$ cat src/rtl/color_threshold_filter_pkg.sv
`default_nettype none
// ============================================================================
// Package     : color_filter_pkg
// Description : Mode encoding and threshold defaults shared by the
//               colour threshold filter and its threshold registers.
// Revision    : 1.0 - initial release
// ============================================================================
package color_filter_pkg;

    typedef enum logic [1:0] {
        MODE_BRIGHT    = 2'd0,
        MODE_ALL_ABOVE = 2'd1,
        MODE_KEY       = 2'd2,
        MODE_BYPASS    = 2'd3
    } mode_e;

    localparam int unsigned TH_DEF_DFLT = 600;
    localparam int unsigned TH_MIN_DFLT = 0;
    localparam int unsigned TH_MAX_DFLT = 1020;
    localparam int unsigned STEP_DFLT   = 10;

endpackage
`default_nettype wire

$ cat src/rtl/color_threshold_filter_th_adjust.sv
`default_nettype none
// ============================================================================
// Module      : th_adjust
// Description : One saturating staged threshold plus the active copy that
//               is loaded from it at frame start.
// Revision    : 1.0 - initial release
// ============================================================================
module th_adjust
    import color_filter_pkg::*;
#(
    parameter int unsigned CW     = 10,
    parameter int unsigned TH_DEF = TH_DEF_DFLT,
    parameter int unsigned TH_MIN = TH_MIN_DFLT,
    parameter int unsigned TH_MAX = TH_MAX_DFLT,
    parameter int unsigned STEP   = STEP_DFLT
) (
    input  logic          clk,
    input  logic          rst_n,
    input  logic          inc_i,
    input  logic          dec_i,
    input  logic          rst_th_i,
    input  logic          load_i,
    output logic [CW-1:0] staged_o,
    output logic [CW-1:0] active_o
);

    localparam logic [CW:0]   c_STEP_W  = (CW+1)'(STEP);
    localparam logic [CW:0]   c_MAX_W   = (CW+1)'(TH_MAX);
    localparam logic [CW:0]   c_FLOOR_W = (CW+1)'(TH_MIN + STEP);
    localparam logic [CW-1:0] c_STEP_N  = CW'(STEP);
    localparam logic [CW-1:0] c_DEF     = CW'(TH_DEF);
    localparam logic [CW-1:0] c_MIN     = CW'(TH_MIN);
    localparam logic [CW-1:0] c_MAX     = CW'(TH_MAX);

    logic [CW-1:0] staged_q, staged_d;
    logic [CW-1:0] active_q, active_d;
    logic [CW:0]   w_up;
    logic [CW-1:0] w_dn;

    assign w_up = {1'b0, staged_q} + c_STEP_W;
    assign w_dn = staged_q - c_STEP_N;

    // The extra MSB of w_up keeps an overflow past 2^CW visible to the clamp.
    always_comb begin
        staged_d = staged_q;
        if (rst_th_i) begin
            staged_d = c_DEF;
        end else if (inc_i ^ dec_i) begin
            if (inc_i) begin
                staged_d = (w_up > c_MAX_W) ? c_MAX : w_up[CW-1:0];
            end else begin
                staged_d = ({1'b0, staged_q} < c_FLOOR_W) ? c_MIN : w_dn;
            end
        end
    end

    always_comb begin
        active_d = active_q;
        if (load_i) begin
            active_d = staged_q;
        end
    end

    always_ff @(posedge clk or negedge rst_n) begin
        if (!rst_n) begin
            staged_q <= c_DEF;
            active_q <= c_DEF;
        end else begin
            staged_q <= staged_d;
            active_q <= active_d;
        end
    end

    assign staged_o = staged_q;
    assign active_o = active_q;

endmodule
`default_nettype wire

$ cat src/rtl/color_threshold_filter.sv
`default_nettype none
// ============================================================================
// Module      : color_threshold_filter
// Description : N-channel pixel binariser with double-buffered runtime
//               thresholds, 2-cycle pipeline and per-frame foreground count.
// Revision    : 1.0 - initial release
// ============================================================================
module color_threshold_filter
    import color_filter_pkg::*;
#(
    parameter int unsigned    CW     = 10,
    parameter int unsigned    NCH    = 3,
    parameter int unsigned    TH_DEF = TH_DEF_DFLT,
    parameter int unsigned    TH_MIN = TH_MIN_DFLT,
    parameter int unsigned    TH_MAX = TH_MAX_DFLT,
    parameter int unsigned    STEP   = STEP_DFLT,
    parameter logic [CW-1:0]  FG_VAL = 'h3FC,
    parameter int unsigned    CNT_W  = 20
) (
    input  logic                clk,
    input  logic                rst_n,
    input  logic                pix_valid_i,
    input  logic [NCH*CW-1:0]   pix_data_i,
    input  logic                sof_i,
    input  logic [1:0]          mode_i,
    input  logic [1:0]          ch_sel_i,
    input  logic                inc_i,
    input  logic                dec_i,
    input  logic                rst_th_i,
    output logic                pix_valid_o,
    output logic [NCH*CW-1:0]   pix_data_o,
    output logic                fg_o,
    output logic [NCH*CW-1:0]   th_o,
    output logic [CNT_W-1:0]    fg_count_o,
    output logic                fg_count_valid_o
);

    localparam int unsigned c_PW = NCH * CW;

    logic              w_load;
    logic [c_PW-1:0]   w_staged;
    logic [c_PW-1:0]   w_active;
    logic [NCH-1:0]    w_ge;
    mode_e             w_mode_eff;
    mode_e             mode_q;

    // Stage 1
    logic              s1_valid_q;
    logic              s1_sof_q;
    logic [NCH-1:0]    s1_ge_q;
    mode_e             s1_mode_q;
    logic [c_PW-1:0]   s1_data_q;

    // Stage 2 / outputs
    logic              valid_q;
    logic [c_PW-1:0]   data_q, data_d;
    logic              fg_q;
    logic              w_class;
    logic              w_fg;
    logic [CNT_W-1:0]  cnt_q, cnt_d;
    logic [CNT_W-1:0]  cnt_out_q, cnt_out_d;
    logic              cnt_vld_q, cnt_vld_d;

    assign w_load     = sof_i & pix_valid_i;
    assign w_mode_eff = w_load ? mode_e'(mode_i) : mode_q;

    // The sof pixel must see the set it is loading, so bypass the active copy.
    generate
        for (genvar c = 0; c < NCH; c++) begin : g_ch
            logic [CW-1:0] w_th_eff;

            th_adjust #(
                .CW     (CW),
                .TH_DEF (TH_DEF),
                .TH_MIN (TH_MIN),
                .TH_MAX (TH_MAX),
                .STEP   (STEP)
            ) u_th (
                .clk      (clk),
                .rst_n    (rst_n),
                .inc_i    (inc_i && (int'(ch_sel_i) == c)),
                .dec_i    (dec_i && (int'(ch_sel_i) == c)),
                .rst_th_i (rst_th_i),
                .load_i   (w_load),
                .staged_o (w_staged[c*CW +: CW]),
                .active_o (w_active[c*CW +: CW])
            );

            assign w_th_eff = w_load ? w_staged[c*CW +: CW] : w_active[c*CW +: CW];
            assign w_ge[c]  = (pix_data_i[c*CW +: CW] >= w_th_eff);
        end
    endgenerate

    always_comb begin
        w_class = 1'b0;
        case (s1_mode_q)
            MODE_BRIGHT:    w_class = |s1_ge_q;
            MODE_ALL_ABOVE: w_class = &s1_ge_q;
            MODE_KEY: begin
                w_class = s1_ge_q[0];
                for (int c = 1; c < int'(NCH); c++) begin
                    w_class = w_class & ~s1_ge_q[c];
                end
            end
            default:        w_class = 1'b0;
        endcase
    end

    assign w_fg = s1_valid_q & w_class;

    always_comb begin
        data_d = '0;
        if (s1_valid_q) begin
            if (s1_mode_q == MODE_BYPASS) begin
                data_d = s1_data_q;
            end else if (w_fg) begin
                data_d = {NCH{FG_VAL}};
            end
        end
    end

    // Frame counter restarts with the sof pixel already included.
    always_comb begin
        cnt_d     = cnt_q;
        cnt_out_d = cnt_out_q;
        cnt_vld_d = 1'b0;
        if (s1_valid_q && s1_sof_q) begin
            cnt_out_d = cnt_q;
            cnt_vld_d = 1'b1;
            cnt_d     = {{(CNT_W-1){1'b0}}, w_fg};
        end else if (w_fg && (cnt_q != {CNT_W{1'b1}})) begin
            cnt_d = cnt_q + CNT_W'(1);
        end
    end

    always_ff @(posedge clk or negedge rst_n) begin
        if (!rst_n) begin
            mode_q     <= MODE_BRIGHT;
            s1_valid_q <= 1'b0;
            s1_sof_q   <= 1'b0;
            s1_ge_q    <= '0;
            s1_mode_q  <= MODE_BRIGHT;
            s1_data_q  <= '0;
            valid_q    <= 1'b0;
            data_q     <= '0;
            fg_q       <= 1'b0;
            cnt_q      <= '0;
            cnt_out_q  <= '0;
            cnt_vld_q  <= 1'b0;
        end else begin
            mode_q     <= w_mode_eff;
            s1_valid_q <= pix_valid_i;
            s1_sof_q   <= w_load;
            s1_ge_q    <= w_ge;
            s1_mode_q  <= w_mode_eff;
            s1_data_q  <= pix_valid_i ? pix_data_i : '0;
            valid_q    <= s1_valid_q;
            data_q     <= data_d;
            fg_q       <= w_fg;
            cnt_q      <= cnt_d;
            cnt_out_q  <= cnt_out_d;
            cnt_vld_q  <= cnt_vld_d;
        end
    end

    assign pix_valid_o      = valid_q;
    assign pix_data_o       = data_q;
    assign fg_o             = fg_q;
    assign th_o             = w_staged;
    assign fg_count_o       = cnt_out_q;
    assign fg_count_valid_o = cnt_vld_q;

endmodule
`default_nettype wire

$ cat config.mk
export PLATFORM = sky130hd
export DESIGN_NAME = color_threshold_filter
export DESIGN_NICKNAME = d
export VERILOG_FILES = /design/src/rtl/color_threshold_filter_pkg.sv /design/src/rtl/color_threshold_filter_th_adjust.sv /design/src/rtl/color_threshold_filter.sv
export SDC_FILE = /design/constraint.sdc
export NUM_CORES = 1
export LEC_CHECK = 0
export BUFFER_PORTS_ARGS = -buffer_cell sky130_fd_sc_hd__buf_2
export CAP_MARGIN = 20
export CORE_MARGIN = 5
export CORE_UTILIZATION = 58
export CTS_CLUSTER_SIZE = 8
export DETAILED_ROUTE_END_ITERATION = 12
export PLACE_DENSITY = 0.84
export SLEW_MARGIN = 20
export SYNTH_ARGS = -nofsm -noshare
export SYNTH_HDL_FRONTEND = slang
export SYNTH_SLANG_ARGS = --single-unit
$ cat constraint.sdc
create_clock -name clk -period 2.3 [get_ports clk]
set_input_delay 0.46 -clock clk [delete_from_list [all_inputs] [get_ports clk]]
set_output_delay 0.46 -clock clk [all_outputs]
set_load 0.05 [all_outputs]
==> results.toml <==
[clock_tree]
root_buffer = "clkbuf_16"
cts_inserted_buffers = 17
clkSinkCount = 167
clkLatencyLatePin_ns = 0.43
cts_tree = "built"
ctsHtreeMaxLevel = 4
cts.clk_slew.worst_paths_ns = 0.07
holdBufCountCts = 0
cts_buffer_depth = 2

[layout]
n_fill_cell = 1119
layout-area-overhead-vs-synth_pct = 17.95
multi_input_area_um2 = 3918
fin_area_um2 = 10100
layout_common_cells = "nand2_1, dfrtp_1, buf_2"
seq_area_um2 = 4212
final_cell_count_no_fill = 1228
final_common_cell = "nand2_1"
nets = 1108
drive_above_1_share_pct = 23.01

[route]
drt_wl_total_mm = 19.54
wire_per_inst_um = 15.91
vias = 7039
ant_nets = 0
route.detailed.drc = 0
vias_per_cell = 5.732
drtIter0Drc = 539
firstDrtPassIters = 6

[floorplan]
die_y_um = 131.5
pin_count = 124
start_util_pct = 58.94
rows = 44
die_w_um = 131.5
core_um2 = 14530
die_area_um2 = 17300

[synth]
synth_cell_type_count = 75
synth_area_um2 = 8566
synth-edff-count = 0
syn_area_per_cell_um2 = 9.444
ys_seq_area_share_pct = 49.14
async_flop_share_pct = 100.0
synthFlopType = "dfrtp_1"
yosys_warnings = 0
synth_cells = 907
ys_ff_latch = 167

[global_route]
antenna_found_initial = 1
grt_overflow_total = 0
grt_pass1_vias = 6736
track_usage_pct = 22.39
grt_pass1_wl_mm = 32.64
grt_max_degree = 60

[worst_setup_path]
path_class = "flip-flop to flip-flop"
worstPathCellList = "inv_1 > ha_1 > inv_1 > a2111oi_1 > xnor2_1 > a21oi_1 > a21oi_1 > o21ai_1"
critPathBufInv = 2
max_stage_delay_ns = 0.55
startpoint_type = "flip-flop"
crit_arrival_ns = 2.46
path_delay_family = "compound AO/OA/AOI/OAI gates"
crit_fanout = 12
cp.required_ns = 2.60
cp_slowest_cell = "a2111oi_1"
endpoint_kind = "flip-flop"

[power_and_ir_drop]
power_uw = 7328
power_density_nw_per_um2 = 725.3
p_leak_uw = 0.005062
ir_worst_vdd_v = 0.0006062

[status]
violations = "negative hold slack"
outcome = "finished with violations"

[sta]
fin_skew_ns = 0.008695
holdWs_ns = -0.01587
finalSetupTns_ns = 0
post-route-period-util_pct = 93.52
fin_crit_ns = 2.151
fmax_ghz = 0.4649
worst_pin_slew_ns = 0.9355
finalHoldViolCount = 4
max-slew-margin-rel_pct = 37.63
setup_viol = 0
report.final.slew_viol_count = 0
setup_ws_ns = 0.1490

[placed_design]
dp.cells = 1194
numPortBuffers = 120
pre_cts_ws_ns = 0.01489
postPlaceCellArea_um2 = 9484
finalWeightedCongestion = 0.9056
dp_hpwl_mm = 14.14

[flow_run]
drv_cap = 0

[min_path]
hold_path_class = "input port to async pin"
==> cell usage after synthesis, types with 3 or more instances <==
master | n | area [um^2]
and3_1 | 7 | 43.79
nor2b_1 | 3 | 18.77
ha_1 | 37 | 462.9
nor4_1 | 7 | 43.79
inv_1 | 59 | 221.5
a2111oi_0 | 4 | 35.03
o211ai_1 | 4 | 30.03
o21ai_1 | 10 | 50.05
o2111ai_1 | 3 | 26.28
mux2_2 | 3 | 33.78
mux2i_1 | 22 | 220.2
a211oi_1 | 7 | 52.55
nor2_1 | 57 | 214.0
o21a_1 | 3 | 22.52
a21oi_1 | 45 | 225.2
buf_2 | 8 | 40.04
a22o_1 | 3 | 26.28
a31oi_1 | 6 | 37.54
o21ai_0 | 51 | 255.2
nand2_1 | 143 | 536.8
nand3b_1 | 4 | 30.03
nand2b_1 | 7 | 43.79
o22ai_1 | 4 | 25.02
nor3_1 | 18 | 90.09
nor3b_1 | 4 | 30.03
buf_4 | 4 | 30.03
clkbuf_1 | 39 | 146.4
or3_1 | 4 | 25.02
o31ai_1 | 8 | 60.06
dfstp_2 | 24 | 630.6
and4_1 | 3 | 26.28
nand4_1 | 8 | 50.05
a21o_1 | 9 | 67.56
xnor2_1 | 26 | 227.7
and2_1 | 41 | 256.5
nand3_1 | 22 | 110.1
dfrtp_1 | 143 | 3578
a221oi_1 | 3 | 26.28
a211o_1 | 4 | 35.03
and3b_1 | 3 | 26.28
==> registers in the layout, indices dropped and copies added, names as in the netlist, 2 cells and up <==
name,count
g_ch.u_th.active_o,30
pix_data_o,30
s1_data_q,30
g_ch.u_th.staged_o,27
cnt_q,20
fg_count_o,20
s1_ge_q,3
s1_mode_q,2
==> routing by layer <==
metal / GRT usage [%] / routed length (um) / vias up
met5: 0 / 0 / -
met4: 8.800 / 575 / 0
met3: 4.014 / 1167 / 52
met2: 34.85 / 9266 / 264
met1: 31.41 / 8531 / 3362
li1: - / - / 3361
==> through the flow <==
step | util, % | hold slack [ns]
after floorplan | - | 0.1644
after global placement | 65.25 | 0.4268
after detailed placement | 65.25 | 0.4276
after CTS | 69.40 | 0.01370
after global routing | 69.52 | 0.03847
final | 69.52 | -0.01587
==> power by group <==
| part | internal, uW | total (uW) | switching (uW) |
|---|---|---|---|
| Sequential | 3130 | 3270 | 135 |
| Combinational | 348 | 1180 | 829 |
| Clock | 1660 | 2880 | 1220 |
| Total | 5140 | 7330 | 2190 |
==> logic make-up after synthesis <==
group	synth area share [%]
and+or+nand+nor	19.63
AOI/OAI and AO/OA	14.58
DFF	49.14
buffers and inverters	5.375
adders and majority gates	5.405
xor gates and xnor gates	2.863
muxes	2.965
other	0.04378
==> cell type report <==
class / instances / area share, %
Sequential cell: 167 / 41.68
Multi-Input combinational cell: 628 / 38.77
Timing Repair Buffer: 156 / 9.053
Clock buffer: 18 / 4.347
Tap cell: 184 / 2.279
Inverter: 60 / 2.229
Clock inverter: 14 / 1.610
Antenna cell: 1 / 0.02477
==> worst paths after layout <==
kind | endpoint | startpoint | cells after the start | slack (ns)
worst max register to register | g_ch[1].u_th.staged_o[7] | g_ch[1].u_th.staged_o[1] | 8 | 0.15
worst max-delay path | g_ch[1].u_th.staged_o[7] | g_ch[1].u_th.staged_o[1] | 8 | 0.15
worst min register to register | pix_data_o[13] | s1_data_q[13] | 2 | 0.44
worst min-delay path | fg_o | rst_n | 1 | -0.02
max in group asynchronous | g_ch[0].u_th.active_o[6] | rst_n | 2 | 1.60
min in group clk | s1_data_q[20] | pix_data_i[20] | 2 | 0.27
==> timing repair <==
action	CTS	global route
buffers inserted	0	1
resized for setup	0	2
hold endpoints to repair	0	0
setup endpoints to repair	0	5
(Power assumes the default switching activity.)
